===== config.mk =====
export PLATFORM = sky130hd
export DESIGN_NAME = cache_fill_wb_ctrl_flat
export DESIGN_NICKNAME = d
export VERILOG_FILES = /design/src/rtl/cache_fill_wb_ctrl_if.sv /design/src/rtl/cache_fill_wb_ctrl.sv /design/src/flat_wrapper.sv
export SDC_FILE = /design/constraint.sdc
export NUM_CORES = 1
export LEC_CHECK = 0
export BUFFER_PORTS_ARGS = -buffer_cell sky130_fd_sc_hd__buf_2
export CAP_MARGIN = 5
export CORE_MARGIN = 2
export CORE_UTILIZATION = 35
export DETAILED_ROUTE_END_ITERATION = 7
export GPL_ROUTABILITY_DRIVEN = 0
export PLACE_DENSITY_LB_ADDON = 0.2
export SYNTH_ARGS = -nofsm -noshare
export SYNTH_HDL_FRONTEND = slang
export SYNTH_SLANG_ARGS = --single-unit

===== constraint.sdc =====
create_clock -name clk -period 4.94 [get_ports clk]
set_clock_uncertainty 0.1 [all_clocks]
set_input_delay 0.988 -clock clk [delete_from_list [all_inputs] [get_ports clk]]
set_output_delay 0.988 -clock clk [all_outputs]
set_load 0.01 [all_outputs]

===== src/rtl/cache_fill_wb_ctrl_if.sv =====
// Bus bundle between the cache miss controller and its cache arrays / memory port.
interface cache_fill_wb_ctrl_if #(
    parameter int unsigned ADDR_W  = 16,
    parameter int unsigned DATA_W  = 16,
    parameter int unsigned WORDS   = 8,
    parameter int unsigned INDEX_W = 6
);
    localparam int unsigned BO_W  = $clog2(DATA_W / 8);
    localparam int unsigned WO_W  = $clog2(WORDS);
    localparam int unsigned TAG_W = ADDR_W - INDEX_W - WO_W - BO_W;

    // miss / victim side
    logic                miss_detected;
    logic [ADDR_W-1:0]   miss_address;
    logic                victim_dirty;
    logic [TAG_W-1:0]    victim_tag;
    logic [DATA_W-1:0]   victim_data;

    // memory side
    logic                mem_ready;
    logic [DATA_W-1:0]   mem_data;
    logic                mem_data_valid;
    logic                mem_rd_en;
    logic                mem_wr_en;
    logic [ADDR_W-1:0]   mem_addr;
    logic [DATA_W-1:0]   mem_wr_data;

    // cache array control
    logic                fsm_busy;
    logic [WO_W-1:0]     word_idx;
    logic                write_data_array;
    logic                write_tag_array;
    logic [TAG_W+1:0]    tag_in;

    // mem_data feeds the data array directly; the controller only sequences it
    modport master (
        input  miss_detected, miss_address, victim_dirty, victim_tag, victim_data,
        input  mem_ready, mem_data_valid,
        output fsm_busy, mem_rd_en, mem_wr_en, mem_addr, mem_wr_data,
        output word_idx, write_data_array, write_tag_array, tag_in
    );

    modport slave (
        output miss_detected, miss_address, victim_dirty, victim_tag, victim_data,
        output mem_ready, mem_data, mem_data_valid,
        input  fsm_busy, mem_rd_en, mem_wr_en, mem_addr, mem_wr_data,
        input  word_idx, write_data_array, write_tag_array, tag_in
    );
endinterface


===== src/rtl/cache_fill_wb_ctrl.sv =====
// Cache miss controller: optional dirty-victim write-back, pipelined line fill, tag update.
module cache_fill_wb_ctrl #(
    parameter int unsigned ADDR_W  = 16,
    parameter int unsigned DATA_W  = 16,
    parameter int unsigned WORDS   = 8,
    parameter int unsigned INDEX_W = 6
) (
    input  logic                  clk,
    input  logic                  rst_n,
    cache_fill_wb_ctrl_if.master  bus
);
    localparam int unsigned BO_W   = $clog2(DATA_W / 8);
    localparam int unsigned WO_W   = $clog2(WORDS);
    localparam int unsigned OFF_W  = WO_W + BO_W;
    localparam int unsigned TAG_W  = ADDR_W - INDEX_W - OFF_W;
    localparam int unsigned LINE_W = ADDR_W - OFF_W;
    localparam int unsigned CNT_W  = WO_W + 1;

    typedef enum logic [1:0] {
        S_IDLE = 2'd0,
        S_WB   = 2'd1,
        S_FILL = 2'd2,
        S_TAGW = 2'd3
    } state_t;

    state_t              r_state;
    logic [LINE_W-1:0]   r_line;
    logic [TAG_W-1:0]    r_vtag;
    logic [CNT_W-1:0]    r_wb_cnt;
    logic [CNT_W-1:0]    r_req_cnt;
    logic [CNT_W-1:0]    r_rsp_cnt;

    logic                w_last_wb;
    logic                w_req_pend;
    logic                w_last_rsp;
    logic [INDEX_W-1:0]  w_index;
    logic [TAG_W-1:0]    w_ltag;
    logic [ADDR_W-1:0]   w_base;
    logic [ADDR_W-1:0]   w_wb_addr;
    logic [ADDR_W-1:0]   w_rd_addr;

    logic                w_busy;
    logic                w_rd_en;
    logic                w_wr_en;
    logic [ADDR_W-1:0]   w_addr;
    logic [DATA_W-1:0]   w_wr_data;
    logic [WO_W-1:0]     w_word_idx;
    logic                w_wda;
    logic                w_wta;

    // Line address pieces and counter end conditions
    assign w_last_wb  = (r_wb_cnt == CNT_W'(WORDS - 1));
    assign w_req_pend = (r_req_cnt < CNT_W'(WORDS));
    assign w_last_rsp = (r_rsp_cnt == CNT_W'(WORDS - 1));
    assign w_index    = r_line[INDEX_W-1:0];
    assign w_ltag     = r_line[LINE_W-1:INDEX_W];
    assign w_base     = ADDR_W'(r_line) << OFF_W;
    assign w_wb_addr  = (ADDR_W'(r_vtag) << (INDEX_W + OFF_W))
                      | (ADDR_W'(w_index) << OFF_W)
                      | (ADDR_W'(r_wb_cnt[WO_W-1:0]) << BO_W);
    assign w_rd_addr  = w_base + (ADDR_W'(r_req_cnt) << BO_W);

    // State, counters and captured miss context
    always_ff @(posedge clk or negedge rst_n) begin
        if (!rst_n) begin
            r_state   <= S_IDLE;
            r_line    <= '0;
            r_vtag    <= '0;
            r_wb_cnt  <= '0;
            r_req_cnt <= '0;
            r_rsp_cnt <= '0;
        end else begin
            case (r_state)
                S_IDLE: begin
                    r_wb_cnt  <= '0;
                    r_req_cnt <= '0;
                    r_rsp_cnt <= '0;
                    if (bus.miss_detected) begin
                        r_line  <= bus.miss_address[ADDR_W-1:OFF_W];
                        r_vtag  <= bus.victim_tag;
                        r_state <= bus.victim_dirty ? S_WB : S_FILL;
                    end
                end
                S_WB: begin
                    if (bus.mem_ready) begin
                        if (w_last_wb) begin
                            r_state   <= S_FILL;
                            r_wb_cnt  <= '0;
                            r_req_cnt <= '0;
                            r_rsp_cnt <= '0;
                        end else begin
                            r_wb_cnt <= r_wb_cnt + CNT_W'(1);
                        end
                    end
                end
                S_FILL: begin
                    // requests and responses progress independently
                    if (w_req_pend) begin
                        r_req_cnt <= r_req_cnt + CNT_W'(1);
                    end
                    if (bus.mem_data_valid) begin
                        r_rsp_cnt <= r_rsp_cnt + CNT_W'(1);
                        if (w_last_rsp) begin
                            r_state <= S_TAGW;
                        end
                    end
                end
                S_TAGW: begin
                    r_state <= S_IDLE;
                end
                default: begin
                    r_state <= S_IDLE;
                end
            endcase
        end
    end

    // Output decode from current state; everything idles at zero
    always_comb begin
        w_busy     = 1'b0;
        w_rd_en    = 1'b0;
        w_wr_en    = 1'b0;
        w_addr     = '0;
        w_wr_data  = '0;
        w_word_idx = '0;
        w_wda      = 1'b0;
        w_wta      = 1'b0;
        case (r_state)
            S_IDLE: begin
                // stall the pipeline in the capture cycle, but never during reset
                w_busy = rst_n & bus.miss_detected;
            end
            S_WB: begin
                w_busy     = 1'b1;
                w_wr_en    = 1'b1;
                w_addr     = w_wb_addr;
                w_wr_data  = bus.victim_data;
                w_word_idx = r_wb_cnt[WO_W-1:0];
            end
            S_FILL: begin
                w_busy     = 1'b1;
                w_rd_en    = w_req_pend;
                w_addr     = w_req_pend ? w_rd_addr : '0;
                w_word_idx = r_rsp_cnt[WO_W-1:0];
                w_wda      = bus.mem_data_valid;
            end
            S_TAGW: begin
                w_wta = 1'b1;
            end
            default: begin
                w_busy = 1'b0;
            end
        endcase
    end

    assign bus.fsm_busy         = w_busy;
    assign bus.mem_rd_en        = w_rd_en;
    assign bus.mem_wr_en        = w_wr_en;
    assign bus.mem_addr         = w_addr;
    assign bus.mem_wr_data      = w_wr_data;
    assign bus.word_idx         = w_word_idx;
    assign bus.write_data_array = w_wda;
    assign bus.write_tag_array  = w_wta;
    assign bus.tag_in           = {w_ltag, 1'b1, 1'b0};

endmodule

===== src/flat_wrapper.sv =====
// flat-port wrapper written by rule: the top's interface ports become plain ports
module cache_fill_wb_ctrl_flat 
#(
    parameter int unsigned ADDR_W  = 16,
    parameter int unsigned DATA_W  = 16,
    parameter int unsigned WORDS   = 8,
    parameter int unsigned INDEX_W = 6
)
  (clk, rst_n, bus_miss_detected, bus_miss_address, bus_victim_dirty, bus_victim_tag, bus_victim_data, bus_mem_ready, bus_mem_data_valid, bus_fsm_busy, bus_mem_rd_en, bus_mem_wr_en, bus_mem_addr, bus_mem_wr_data, bus_word_idx, bus_write_data_array, bus_write_tag_array, bus_tag_in);
  cache_fill_wb_ctrl_if #(.ADDR_W(ADDR_W), .DATA_W(DATA_W), .WORDS(WORDS), .INDEX_W(INDEX_W)) bus_i ();
  input  logic clk;
  input  logic rst_n;
  input wire logic [$bits(bus_i.miss_detected)-1:0] bus_miss_detected;
  input wire logic [$bits(bus_i.miss_address)-1:0] bus_miss_address;
  input wire logic [$bits(bus_i.victim_dirty)-1:0] bus_victim_dirty;
  input wire logic [$bits(bus_i.victim_tag)-1:0] bus_victim_tag;
  input wire logic [$bits(bus_i.victim_data)-1:0] bus_victim_data;
  input wire logic [$bits(bus_i.mem_ready)-1:0] bus_mem_ready;
  input wire logic [$bits(bus_i.mem_data_valid)-1:0] bus_mem_data_valid;
  output wire logic [$bits(bus_i.fsm_busy)-1:0] bus_fsm_busy;
  output wire logic [$bits(bus_i.mem_rd_en)-1:0] bus_mem_rd_en;
  output wire logic [$bits(bus_i.mem_wr_en)-1:0] bus_mem_wr_en;
  output wire logic [$bits(bus_i.mem_addr)-1:0] bus_mem_addr;
  output wire logic [$bits(bus_i.mem_wr_data)-1:0] bus_mem_wr_data;
  output wire logic [$bits(bus_i.word_idx)-1:0] bus_word_idx;
  output wire logic [$bits(bus_i.write_data_array)-1:0] bus_write_data_array;
  output wire logic [$bits(bus_i.write_tag_array)-1:0] bus_write_tag_array;
  output wire logic [$bits(bus_i.tag_in)-1:0] bus_tag_in;
  assign bus_i.miss_detected = bus_miss_detected;
  assign bus_i.miss_address = bus_miss_address;
  assign bus_i.victim_dirty = bus_victim_dirty;
  assign bus_i.victim_tag = bus_victim_tag;
  assign bus_i.victim_data = bus_victim_data;
  assign bus_i.mem_ready = bus_mem_ready;
  assign bus_i.mem_data_valid = bus_mem_data_valid;
  assign bus_fsm_busy = bus_i.fsm_busy;
  assign bus_mem_rd_en = bus_i.mem_rd_en;
  assign bus_mem_wr_en = bus_i.mem_wr_en;
  assign bus_mem_addr = bus_i.mem_addr;
  assign bus_mem_wr_data = bus_i.mem_wr_data;
  assign bus_word_idx = bus_i.word_idx;
  assign bus_write_data_array = bus_i.write_data_array;
  assign bus_write_tag_array = bus_i.write_tag_array;
  assign bus_tag_in = bus_i.tag_in;
  cache_fill_wb_ctrl #(.ADDR_W(ADDR_W), .DATA_W(DATA_W), .WORDS(WORDS), .INDEX_W(INDEX_W)) u_core (.clk(clk), .rst_n(rst_n), .bus(bus_i));
endmodule

==> run summary <==
The worst max-slew margin expressed relative to the limit came out at 47.3%. Entering global routing, the biggest net connects 41 pins. The first-iteration detailed-routing DRC count is 56. In this run the deepest clock path goes through 2 buffers. Setup repair after global routing left no endpoint under its margin. The average cell area after synthesis came out at 9.40 sq um. The worst path in the final design needs a cycle of 3.71 ns, including I/O delays and setup. The final hold violation count is 0. The data arrival time of the worst path came out at 2.63 ns. The floorplan die width is 80.4 um. STA classifies the critical path startpoint as a register. The utilization after layout is 45.8%. The sequential area share after synthesis came out at 39.2%. The number of antenna violations at the first check in global routing came out at 0. The reported max-cap violation count is 0. Setup slack closes at 1.23 ns. The number of global-route vias before repair is 1654. The slack of the worst reg-to-reg path came out at 2.80 ns. Summed over all layers, the global routing overflow is 0. The signal on the critical path passes through inv_1 -> ha_1 -> nor2b_1 -> o21ai_0 -> nor2_1 -> buf_2.

The via density per instance came out at 4.81. The path length in cells of the critical path came out at 6. The number of resized instances in the post-cts repair step came out at 0.

The effective utilization at floorplan came out at 36.6%. The post-place instance area came out at 0.00246 sq mm. The number of distinct library cells after synthesis came out at 36. The register share of total power came out at 31.6%. The non-filler instance count after layout came out at 367. The critical path is of the reg2out type. The worst slack after detailed placement is 1.50 ns.

The critical path buffer and inverter count came out at 2. The leakage power figure is 1.29 nW. The detailed placement HPWL came out at 3.38 mm. The peak clock frequency supported by timing is 269 MHz. For this run, asynchronously set or reset flops after synthesis account for 100%. Counting tap cells, the placed design contains a total of 359 instances.

The most used flip-flop cell after synthesis is sky130_fd_sc_hd__dfrtp_1. The worst hold-check path type is reg2reg. The cell depth of the worst flop-to-flop path came out at 7.

The flow ran to the end, and the final reports show no timing, DRC or antenna violations. Buffers added to address setup during post-CTS repair amount to 0. The slew at the pin with the worst max-slew slack is 0.788 ns. After clock tree synthesis, the clock-pin slew on the worst setup and hold paths is 0.06 ns.

The net switching power of the design is 0.616 mW. The peak supply drop came out at 0.310 mV. Clock tree synthesis found a total of 32 sinks. The required time of the critical path came out at 3.85 ns. The worst-path cell with the longest stage delay is sky130_fd_sc_hd__nor2b_1. The floorplan step set the die height to 80.4 um. The delay of the slowest cell on the worst path is 0.71 ns.

Clock latency on the worst-skew pair, taken at its later pin, is 0.28 ns. Global routing used 15.1% of the available tracks across all layers. TritonCTS built the clock tree. The number of hold buffers added after CTS was 0. Internal power comes to 0.840 mW. Detailed routing inserted a total of 1767 vias. The final routed wire length divided by cell count came out at 12.7 um.

The layout overhead on the synthesized area came out at 25.1%. In this design, the largest share of critical-path delay is due to simple AND/OR/NAND/NOR gates. The row count is 27. The final instance area came out at 0.00255 sq mm. The final-layout setup total negative slack is 0 ns.

The CTS H-tree depth came out at 2. Counting flops with a built-in enable in the synthesized netlist gives 0. Along the worst hold path, the cell count comes to 1. The synthesized design contains 32 register bits. The areal power density over the cells is 570 mW/mm^2. The cell sitting at the root of the clock tree is a sky130_fd_sc_hd__clkbuf_8. The number of clock buffers inserted by TritonCTS is 5. In this run the cell area of the synthesized design comes to 0.00204 sq mm. Per report_power, the combinational group accounts for 54.3% of the total. The number of placed I/O pins came out at 92. The number of slew-limit violations in the final report came out at 0. The die area is 0.00646 sq mm. The count of endpoints failing setup in the final report came out at 0. After filler insertion, the fill cell instance count of the layout stands at 570.

The final worst hold slack is 0.408 ns. The number of instances in the synthesized netlist is 217. Total power for the finished layout comes to 1.46 mW. The first-pass GRT wire length came out at 7.62 mm. The endpoint class of the critical path is an output pin. The total of warnings raised by yosys is 0. The region available for standard cell placement spans 0.00557 sq mm.

The final antenna diode count came out at 0. The share of total power dissipated in the clock network is 14.1%. The largest fanout on the critical path came out at 14. The share of total power consumed by net switching came out at 42.3%.

The sum of routed wire length over all layers is 4.66 mm. The iteration count of the initial detailed-routing pass came out at 4. The number of nets in the layout came out at 347. The proportion of layout cells with a drive suffix above 1 came out at 39.0%. The count of unresolved DRC violations after routing came out at 0. The worst path uses 75.2% of the clock period. The antenna violation net count after detailed routing is 0. Buffers placed on the I/O ports in this run total 84.
==> worst paths after layout <==
check / startpoint / endpoint
worst max-delay path: u_core.r_state[0] / bus_mem_addr[4]
worst min-delay path: u_core.r_vtag[5] / u_core.r_vtag[5]
worst max register to register: u_core.r_state[1] / u_core.r_state[1]
worst min register to register: u_core.r_vtag[5] / u_core.r_vtag[5]
max in group asynchronous: rst_n / u_core.r_wb_cnt[1]
min in group asynchronous: rst_n / u_core.r_line[3]
==> flip-flops by register name, summed over array words and instances, names as in the netlist <==
| signal | count |
|---|---|
| u_core.r_wb_cnt | 4 |
| u_core.r_line | 12 |
| u_core.r_state | 2 |
| u_core.r_req_cnt | 4 |
| u_core.r_rsp_cnt | 4 |
| u_core.r_vtag | 6 |
==> placed cells by master, fill, tap and decap left out, types with 2 or more instances in the layout <==
cell type | Yosys | routed
sky130_fd_sc_hd__dfrtp_1 | 32 | 32
sky130_fd_sc_hd__nand3_1 | 12 | 12
sky130_fd_sc_hd__o21ai_0 | 14 | 14
sky130_fd_sc_hd__nand2_1 | 25 | 25
sky130_fd_sc_hd__buf_2 | 1 | 84
sky130_fd_sc_hd__conb_1 | 2 | 3
sky130_fd_sc_hd__nor2b_1 | 6 | 6
sky130_fd_sc_hd__a221o_2 | 2 | 2
sky130_fd_sc_hd__a21oi_1 | 4 | 4
sky130_fd_sc_hd__xnor2_1 | 4 | 4
sky130_fd_sc_hd__a21o_1 | 2 | 2
sky130_fd_sc_hd__clkbuf_8 | 0 | 6
sky130_fd_sc_hd__mux2_2 | 19 | 19
sky130_fd_sc_hd__nand3b_1 | 2 | 2
sky130_fd_sc_hd__inv_1 | 7 | 7
sky130_fd_sc_hd__clkbuf_1 | 6 | 2
sky130_fd_sc_hd__and2_1 | 18 | 18
sky130_fd_sc_hd__nand2b_1 | 3 | 3
sky130_fd_sc_hd__ha_1 | 9 | 9
sky130_fd_sc_hd__or3_1 | 2 | 2
sky130_fd_sc_hd__mux2i_1 | 4 | 4
sky130_fd_sc_hd__nor2_1 | 8 | 8
sky130_fd_sc_hd__buf_4 | 9 | 2
sky130_fd_sc_hd__nand4b_1 | 3 | 3
sky130_fd_sc_hd__nor3_1 | 2 | 2
sky130_fd_sc_hd__a22oi_1 | 5 | 5
sky130_fd_sc_hd__a21boi_0 | 6 | 6
==> area by class of cell <==
type | count | area, sq um | area share, %
Sequential cell | 32 | 801 | 31.4
Clock buffer | 8 | 90.1 | 3.53
Multi-Input combinational cell | 161 | 1110 | 43.3
Inverter | 8 | 31.3 | 1.22
Tap cell | 72 | 90.1 | 3.53
Timing Repair Buffer | 86 | 435 | 17.1
==> cells by family after synthesis <==
logic type,share of synthesized area [%]
XOR/XNOR,2.15
multiplexers,12.4
flip-flops,39.2
AO/OA/AOI/OAI,11.0
AND/OR/NAND/NOR,22.5
other,0.368
adder cells (fa/ha/maj),5.52
buffers and inverters,6.74
==> layer usage <==
layer | vias to the layer above | share of wire [%] | track usage [%]
li1 | 884 | - | -
met1 | 823 | 46 | 20.3
met5 | - | 0 | 0
met3 | 5 | 6.1 | 4.27
met2 | 55 | 47 | 23.7
met4 | 0 | 0.73 | 4.07
==> power groups by stage <==
| stage | Sequential [mW] | Combinational (mW) | Clock (mW) |
|---|---|---|---|
| CTS | 0.460 | 0.802 | 0.216 |
| finish | 0.460 | 0.790 | 0.205 |
| global route | 0.477 | 0.887 | 0.225 |
| floorplan | 0.440 | 0.598 | 0 |
| global placement | 0.461 | 0.791 | 0 |
| detailed placement | 0.465 | 0.797 | 0 |
==> cell usage after synthesis (all sizes together), types with 2 or more instances <==
master  instances  area, sq um
buf            11         83.8
mux2i           4         40.0
conb            2         7.51
clkbuf          6         22.5
dfrtp          32          801
nand2          25         93.8
nor2            8         30.0
and2           18          113
o21ai          14         70.1
nor2b           6         37.5
nand3          12         60.1
or3             2         12.5
nand3b          3         26.3
ha              9          113
nand2b          3         18.8
nor3            2         10.0
mux2           19          214
a21oi           4         20.0
a221o           2         22.5
nand4b          3         26.3
a21o            2         15.0
xnor2           4         35.0
a21boi          6         45.0
a22oi           5         37.5
inv             7         26.3
Power figures use the tool's default switching activity.
